File: src/rtl/snn_pkg.sv
// Shared types and defaults for the time-multiplexed IF-neuron core.
// Imported by snn_rr_arbiter and snn_neuron_scheduler.
package snn_pkg;

  typedef enum logic {
    IDLE   = 1'b0,
    UPDATE = 1'b1
  } state_t;

  localparam int unsigned DEF_CUR_W     = 16;
  localparam int unsigned DEF_THRESHOLD = 32'h0000_8000;
  localparam int unsigned DEF_RESET_POT = 32'h0000_0000;

  // Index width for n items; never below 1 so single-entry vectors stay legal.
  function automatic int unsigned id_width(input int unsigned n);
    return (n <= 1) ? 1 : $clog2(n);
  endfunction

endpackage

File: src/rtl/snn_rr_arbiter.sv
// Round-robin arbiter: grants the first requester strictly after the pointer,
// searching upward with wrap. No grant when enable is low.
module snn_rr_arbiter
  import snn_pkg::*;
#(
  parameter int unsigned N    = 4,
  parameter int unsigned ID_W = id_width(N)
) (
  input  logic [N-1:0]    req,
  input  logic            enable,
  input  logic [ID_W-1:0] pointer,
  output logic [N-1:0]    grant,
  output logic [ID_W-1:0] idx
);

  logic            found;
  int unsigned     cand;
  logic [ID_W-1:0] cand_idx;

  always_comb begin
    grant    = '0;
    idx      = '0;
    found    = 1'b0;
    cand     = 0;
    cand_idx = '0;
    for (int unsigned k = 1; k <= N; k++) begin
      cand     = (32'(pointer) + k) % N;
      cand_idx = ID_W'(cand);
      if (!found && enable && req[cand_idx]) begin
        found           = 1'b1;
        grant[cand_idx] = 1'b1;
        idx             = cand_idx;
      end
    end
  end

endmodule

File: src/rtl/snn_neuron_scheduler.sv
// Time-multiplexed IF-neuron core: round-robin current intake, shared
// integrate/threshold datapath, spike events over valid/ready.
// Optional refractory counters are enabled by defining SNN_REFRACTORY_EN.
module snn_neuron_scheduler
  import snn_pkg::*;
#(
  parameter int unsigned       NUM_NEURONS = 4,
  parameter int unsigned       CUR_W       = DEF_CUR_W,
  parameter logic [CUR_W-1:0]  THRESHOLD   = CUR_W'(DEF_THRESHOLD),
  parameter logic [CUR_W-1:0]  RESET_POT   = CUR_W'(DEF_RESET_POT),
  parameter int unsigned       REFRACT_CYC = 2
) (
  input  logic                               clk,
  input  logic                               rst,
  input  logic [NUM_NEURONS-1:0]             req,
  input  logic [NUM_NEURONS*CUR_W-1:0]       cur,
  output logic [NUM_NEURONS-1:0]             grant,
  input  logic                               clear_pot,
  output logic                               spike_valid,
  output logic [id_width(NUM_NEURONS)-1:0]   spike_id,
  input  logic                               spike_ready,
  output logic                               busy
);

  localparam int unsigned ID_W = id_width(NUM_NEURONS);

  state_t            state;
  state_t            state_nxt;
  logic [CUR_W-1:0]  pot [NUM_NEURONS];
  logic [ID_W-1:0]   ptr;
  logic [ID_W-1:0]   cur_id;
  logic [CUR_W-1:0]  cur_lat;

  logic              slot_free;
  logic              arb_en;
  logic [ID_W-1:0]   arb_idx;
  logic              take;
  logic [CUR_W:0]    sum_raw;
  logic [CUR_W-1:0]  sum_sat;
  logic              hit;
  logic              skip;

  assign slot_free = !spike_valid || spike_ready;
  assign arb_en    = (state == IDLE) && slot_free && !clear_pot && !rst;

  snn_rr_arbiter #(
    .N    (NUM_NEURONS),
    .ID_W (ID_W)
  ) u_arb (
    .req     (req),
    .enable  (arb_en),
    .pointer (ptr),
    .grant   (grant),
    .idx     (arb_idx)
  );

  assign take    = |(req & grant);
  assign sum_raw = {1'b0, pot[cur_id]} + {1'b0, cur_lat};
  assign sum_sat = sum_raw[CUR_W] ? '1 : sum_raw[CUR_W-1:0];
  assign hit     = sum_sat >= THRESHOLD;

  always_ff @(posedge clk) begin
    if (rst) state <= IDLE;
    else     state <= state_nxt;
  end

  always_comb begin
    state_nxt = state;
    busy      = (state == UPDATE) && !rst;
    case (state)
      IDLE:    if (take) state_nxt = UPDATE;
      UPDATE:  state_nxt = IDLE;
      default: state_nxt = IDLE;
    endcase
    if (clear_pot) state_nxt = IDLE;
  end

`ifdef SNN_REFRACTORY_EN
  localparam int unsigned REFR_W = id_width(REFRACT_CYC + 1);
  logic [REFR_W-1:0] refr [NUM_NEURONS];

  assign skip = refr[cur_id] != '0;

  always_ff @(posedge clk) begin
    if (rst || clear_pot) begin
      for (int unsigned i = 0; i < NUM_NEURONS; i++) refr[i] <= '0;
    end else if (state == UPDATE) begin
      if (skip)     refr[cur_id] <= refr[cur_id] - 1'b1;
      else if (hit) refr[cur_id] <= REFR_W'(REFRACT_CYC);
    end
  end
`else
  assign skip = 1'b0;
`endif

  // The handshake clear comes first so a slot freed at a grant edge cannot
  // race with the spike raised by the following UPDATE.
  always_ff @(posedge clk) begin
    if (rst) begin
      for (int unsigned i = 0; i < NUM_NEURONS; i++) pot[i] <= RESET_POT;
      spike_valid <= 1'b0;
      spike_id    <= '0;
      ptr         <= ID_W'(NUM_NEURONS - 1);
      cur_id      <= '0;
      cur_lat     <= '0;
    end else begin
      if (spike_valid && spike_ready) spike_valid <= 1'b0;
      if (clear_pot) begin
        for (int unsigned i = 0; i < NUM_NEURONS; i++) pot[i] <= '0;
      end else begin
        if (state == IDLE && take) begin
          cur_id  <= arb_idx;
          cur_lat <= cur[arb_idx*CUR_W +: CUR_W];
          ptr     <= arb_idx;
        end
        if (state == UPDATE && !skip) begin
          if (hit) begin
            pot[cur_id] <= RESET_POT;
            spike_valid <= 1'b1;
            spike_id    <= cur_id;
          end else begin
            pot[cur_id] <= sum_sat;
          end
        end
      end
    end
  end

endmodule

File: config.mk
export PLATFORM = sky130hd
export DESIGN_NAME = snn_neuron_scheduler
export DESIGN_NICKNAME = d
export VERILOG_FILES = /design/src/rtl/snn_pkg.sv /design/src/rtl/snn_rr_arbiter.sv /design/src/rtl/snn_neuron_scheduler.sv
export SDC_FILE = /design/constraint.sdc
export NUM_CORES = 1
export LEC_CHECK = 0
export ABC_AREA = 1
export BUFFER_PORTS_ARGS = -buffer_cell sky130_fd_sc_hd__buf_4
export CAP_MARGIN = 25
export CORE_UTILIZATION = 45
export DETAILED_ROUTE_END_ITERATION = 10
export PLACE_DENSITY = 0.65
export SYNTH_ARGS = -nofsm -noshare
export SYNTH_HDL_FRONTEND = slang
export SYNTH_SLANG_ARGS = --single-unit
File: constraint.sdc
create_clock -name clk -period 5.7 [get_ports clk]
set_clock_uncertainty 0.05 [all_clocks]
set_input_delay 0 -clock clk [delete_from_list [all_inputs] [get_ports clk]]
set_output_delay 0 -clock clk [all_outputs]
set_load 0.005 [all_outputs]
==> results of run 1 <==
## routing by layer
metal	global-route usage	part of all wire	vias to the layer above
met4	0.0833	0.024	0
met1	0.276	0.42	2496
met2	0.433	0.52	123
li1	-	-	2577
met5	0	0	-
met3	0.0345	0.033	26
## area by class of cell
class                   instances  area (sq um)
clock inverters                 6          90.1
clock buffers                  10           229
inverters                      46           175
fillers                      1159          5220
flip-flops and latches         90          2440
well taps                     168           210
multi-input cells             543          2840
repair buffers                112           903
## cell usage in the layout (no fill, tap or decap), drive strengths merged
cell type    instances
nand2              152
nor2               138
nand3               94
buf                 87
edfxtp              64
inv                 47
o21ai               40
a21oi               36
dfxtp               26
dlygate4sd3         25
ha                  24
o22ai               16
nand4               14
clkbuf              10
xor2                 6
xnor2                4
conb                 4
nand3b               4
nor3                 3
clkinv               3
a21o                 2
bufinv               2
or2                  2
o311ai               1
a21boi               1
o21bai               1
fa                   1
## power breakdown
group	switching, mW	total [mW]	leakage (nW)	internal (mW)
clock network	0.252	0.638	0.155	0.386
logic	0.874	1.35	2.01	0.479
registers	0.0674	0.858	0.921	0.791
## path summary, 6_finish.rpt
check,startpoint,endpoint,slack (ns),depth (start not counted)
worst max register to register,flop,spike_valid$_SDFF_PP0_,1.66,17
worst min register to register,spike_id[1]$_SDFFE_PP0P_,spike_id[1]$_SDFFE_PP0P_,0.45,2
worst min-delay path,cur[43],cur_lat[11]$_SDFFE_PP0P_,0.008,5
worst max-delay path,flop,spike_valid$_SDFF_PP0_,1.66,17
## worst max-delay path, cell delays in order, from the launching register on
cell and delay, ns:
dfxtp_1 0.70, inv_1 0.41, o21ai_0 0.19, o22ai_1 0.11
ha_1 0.23, fa_1 0.41, nand3_1 0.10, nand2_1 0.10
nand4_1 0.09, nand3_1 0.11, nand2_1 0.10, nor2_1 0.05
a21oi_1 0.15, buf_4 0.21, nand2_2 0.14, a21oi_1 0.16
nor2_1 0.05, dlygate4sd3_1 0.55
## flip-flops by register name, indices dropped and copies added (netlist names), named ones only
register,flops
spike_id,2
cur_id,2
pot,64
state,1
cur_lat,16
spike_valid,1
ptr,2
## through the flow
stage	util	worst slack, ns
floorplan	-	2.79
global route	0.569	1.30
detailed placement	0.522	2.01
global placement	0.522	2.19
finish	0.569	1.66
CTS	0.569	1.67
## cell families (layout without fill, tap and decap cells)
family,Yosys count,count (layout)
XOR/XNOR,10,10
other,1,4
adder cells (fa/ha/maj),25,25
AND/OR/NAND/NOR,407,407
flip-flops,90,90
AO/OA/AOI/OAI,97,97
buffers and inverters,77,174
==> impl_metrics.json, run 1 <==
{
  "place.gp.congestion": 0.867,
  "cts_buffer_depth": 2,
  "wirelength_microns": 14500,
  "initial_core_util": 0.464,
  "vias": 5222,
  "synth-compound-area-share": 0.0945,
  "die-area_sq_um": 12900,
  "cts.sinks": 90,
  "port_buffers": 79,
  "ctsRootBufferMaster": "clkbuf_16",
  "irDropWorstVdd_mv": 0.313,
  "path_max_fanout": 17,
  "rows": 40,
  "synth_top_family_by_area": "simple AND/OR/NAND/NOR gates",
  "pin_count": 80,
  "synthAdderAreaFrac": 0.0570,
  "period_share": 0.709,
  "p_leak_nw": 3.09,
  "synth_edf_count": 64,
  "synthXorXnorAreaFrac": 0.0189,
  "core_area_sq_um": 12100,
  "fp.dieW_microns": 114,
  "clk_pin_slew_worst_paths_ns": 0.06,
  "power_density_nw_per_um2": 413,
  "grt_use_total": 0.234,
  "cap_violations": 0,
  "synthFlopType": "edfxtp_1",
  "area_growth_pct": 22.7,
  "wl_per_cell_microns": 14.9,
  "cts_buffers": 9,
  "yosysMostFrequentCell": "nand2_1",
  "hold_path.class": "primary input to flop",
  "drt.antenna.violating_nets": 0,
  "dpl.hpwl_microns": 10100,
  "cts_tree": "built",
  "yosys-top-cells-area": "edfxtp_1, nand2_1, dfxtp_1",
  "yosysWarnings": 0,
  "cp_data_required_time_ns": 5.88,
  "synthMuxAreaShare": 0,
  "rsz0062_at_grt": "false",
  "relSlewSlack": 0.424,
  "stdcell_count": 975,
  "syn-mean-instance-area_sq_um": 7.94,
  "synth_top_area_cell": "edfxtp_1",
  "fin_total_pwr_mw": 2.85,
  "drt_pass1_iterations": 5,
  "postCtsHoldBufs": 25,
  "grt_overflow": 0,
  "antenna_found_initial": 0,
  "nets": 899,
  "criticalPathCategory": "flop to flop",
  "synth_cell_types": 39,
  "remaining_drc_errors": 0,
  "cts.repair.resized": 0,
  "ys_seq_area_frac": 0.435,
  "htreeDepth": 3,
  "grt_max_degree": 38,
  "grt_first_pass_wirelength_microns": 23800,
  "placed_cell_area_sq_um": 6320,
  "ys_top_cells_by_count": "nand2_1, nor2_1, nand3_1",
  "setup_viol": 0,
  "numPlacedInstances": 934,
  "slew_violations": 0,
  "post_cts_buffers": 0,
  "clk-insertion-delay-late_ns": 0.34,
  "grt_pass1_vias": 5103,
  "hold_viol": 0,
  "synth.top_cell.area_share": 0.342,
  "synth-seq-cells": 90,
  "num_antenna_cells": 0,
  "die_h_microns": 114,
  "worstSetupStartpointType": "flop",
  "synthSimpleGateAreaFrac": 0.333,
  "fin_setup_tns_ns": 0,
  "synthCells": 707,
  "fin_crit_ns": 4.04,
  "drt_iter0_drc": 456,
  "drive_gt1_frac": 0.173,
  "worst_pin_slew_ns": 0.862,
  "cp.arrival_ns": 4.22,
  "status": "completed",
  "holdWs_ns": 0.00783,
  "async_flop_share": 0,
  "synthesis.area_sq_um": 5620,
  "vias_per_cell": 5.36,
  "final_cell_area_sq_um": 6890,
  "crit_path_end_kind": "flop",
  "fmax_mhz": 247
}
Note: power is estimated with default switching activity, not from simulation.
==> run 2: changes to the inputs <==
Clock period 5.7 ns to 4.2 ns, I/O delays scaled along.
==> impl_metrics.json, run 2 (synthesis results as in run 1) <==
{
  "met3_usage": 0.0292,
  "drive_gt1_frac": 0.174,
  "wirelength_microns": 14400,
  "cap_violations": 0,
  "cp.arrival_ns": 3.95,
  "wl_per_cell_microns": 14.8,
  "fillers": 1174,
  "worst_pin_slew_ns": 0.834,
  "power_frac_clock": 0.210,
  "cts_buffers": 9,
  "post_cts_buffers": 0,
  "fin_crit_ns": 3.72,
  "antenna_found_initial": 0,
  "final-seq-area_sq_um": 2440,
  "busiest_layer": "met2",
  "multi_input_area_sq_um": 2840,
  "worstSetupStartpointType": "flop",
  "grt_overflow": 0,
  "reg_top3": "pot x64, cur_lat x16",
  "cp_data_required_time_ns": 4.43,
  "dpl.hpwl_microns": 10200,
  "criticalPathCategory": "flop to flop",
  "path_max_fanout": 18,
  "ctsRootBufferMaster": "clkbuf_16",
  "hold_path.class": "primary input to flop",
  "power_switching_mw": 1.65,
  "grt_max_degree": 38,
  "initial_core_util": 0.464,
  "final_common_cell": "nand2_1",
  "num_antenna_cells": 0,
  "cts_buffer_depth": 2,
  "grt_use_total": 0.234,
  "clk-insertion-delay-late_ns": 0.34,
  "power_frac_seq": 0.306,
  "comb_power_share": 0.485,
  "intPower_mw": 2.16,
  "vias_per_cell": 5.23,
  "cts.sinks": 90,
  "violations": "hold timing",
  "hold_viol": 2,
  "core_area_sq_um": 12100,
  "vias": 5083,
  "crit_path_end_kind": "flop",
  "remaining_drc_errors": 0,
  "grt_first_pass_wirelength_microns": 23900,
  "rows": 40,
  "grt_pass1_vias": 4940,
  "drt.antenna.violating_nets": 0,
  "fin_total_pwr_mw": 3.81,
  "nets": 896,
  "die_h_microns": 114,
  "power_density_nw_per_um2": 557,
  "slew_violations": 0,
  "htreeDepth": 3,
  "clk_pin_slew_worst_paths_ns": 0.07,
  "cts_tree": "built",
  "rsz0062_at_grt": "false",
  "period_share": 0.886,
  "relSlewSlack": 0.443,
  "die-area_sq_um": 12900,
  "final_cell_mix": "nand2_1, nor2_1, nand3_1",
  "fin_setup_tns_ns": 0,
  "p_leak_nw": 3.07,
  "largest_reg_flops": 64,
  "irDropWorstVdd_mv": 0.322,
  "top_register": "pot",
  "fmax_mhz": 269,
  "status": "finished, violations left",
  "use_met1": 0.298,
  "use_met2": 0.418,
  "pin_count": 80,
  "swShare": 0.433,
  "area_growth_pct": 21.8,
  "drt_iter0_drc": 496,
  "setup_viol": 0,
  "place.gp.congestion": 0.932,
  "drt_pass1_iterations": 5,
  "holdWs_ns": -0.0137,
  "fp.dieW_microns": 114,
  "port_buffers": 79
}
[run 2: power groups by stage]
stage          combinational [mW]  clock [mW]  sequential, mW
3_5_place_dp                 1.77           0            1.19
2_1_floorplan                1.44           0            1.15
4_1_cts                      1.84       0.811            1.17
3_3_place_gp                 1.76           0            1.19
5_1_grt                      2.09       0.845            1.18
6_report                     1.85       0.800            1.17
[run 2: cell type report]
class / instances / share of cell area
Clock buffer: 10 / 0.0349
Clock inverter: 6 / 0.00805
Inverter: 46 / 0.0256
Multi-Input combinational cell: 543 / 0.415
Sequential cell: 90 / 0.357
Tap cell: 168 / 0.0307
Timing Repair Buffer: 109 / 0.128
[run 2: critical path, stage by stage (launching register included)]
cell,delay (ns)
dfxtp_1,0.31
inv_1,0.38
buf_4,0.29
nor2_1,0.06
o22ai_1,0.20
ha_1,0.25
fa_1,0.24
nand3_1,0.09
nand2_1,0.15
nand4_1,0.10
nand3_1,0.13
nand2_1,0.09
nor2_1,0.14
a21oi_1,0.08
buf_4,0.20
nand2_2,0.16
a21oi_1,0.09
nor2_1,0.09
dlygate4sd3_1,0.56
[run 2: routing by layer]
layer | share of wire | vias up
li1 | - | 2567
met1 | 0.44 | 2369
met2 | 0.51 | 129
met3 | 0.035 | 18
met4 | 0.015 | 0
met5 | 0 | -
[run 2: path summary, 6_finish.rpt]
| check | slack (ns) | startpoint | to | cells past startpoint |
|---|---|---|---|---|
| worst max-delay path | 0.48 | flop | spike_valid$_SDFF_PP0_ | 18 |
| worst min register to register | 0.44 | spike_id[1]$_SDFFE_PP0P_ | spike_id[1]$_SDFFE_PP0P_ | 2 |
| worst min-delay path | -0.01 | cur[44] | cur_lat[12]$_SDFFE_PP0P_ | 5 |
| worst max register to register | 0.48 | flop | spike_valid$_SDFF_PP0_ | 18 |
[run 2: repair_timing]
item                                   in CTS  in global routing
resized for setup                           0                  0
setup endpoints to repair                   0                  0
endpoints found under the hold margin      17                  0
hold buffers                               24                  0
[run 2: stage by stage]
stage | utilization | instances | hold WS, ns | instance area, sq um | setup WS (ns)
after CTS | 0.565 | 972 | 0.000687 | 6840 | 0.499
after global placement | 0.521 | 932 | 0.192 | 6310 | 0.858
after floorplan | - | 710 | -0.0189 | 5630 | 1.29
final | 0.565 | 972 | -0.0137 | 6840 | 0.480
after global routing | 0.565 | 972 | 0.0341 | 6840 | 0.187
after detailed placement | 0.521 | 932 | 0.195 | 6310 | 0.772
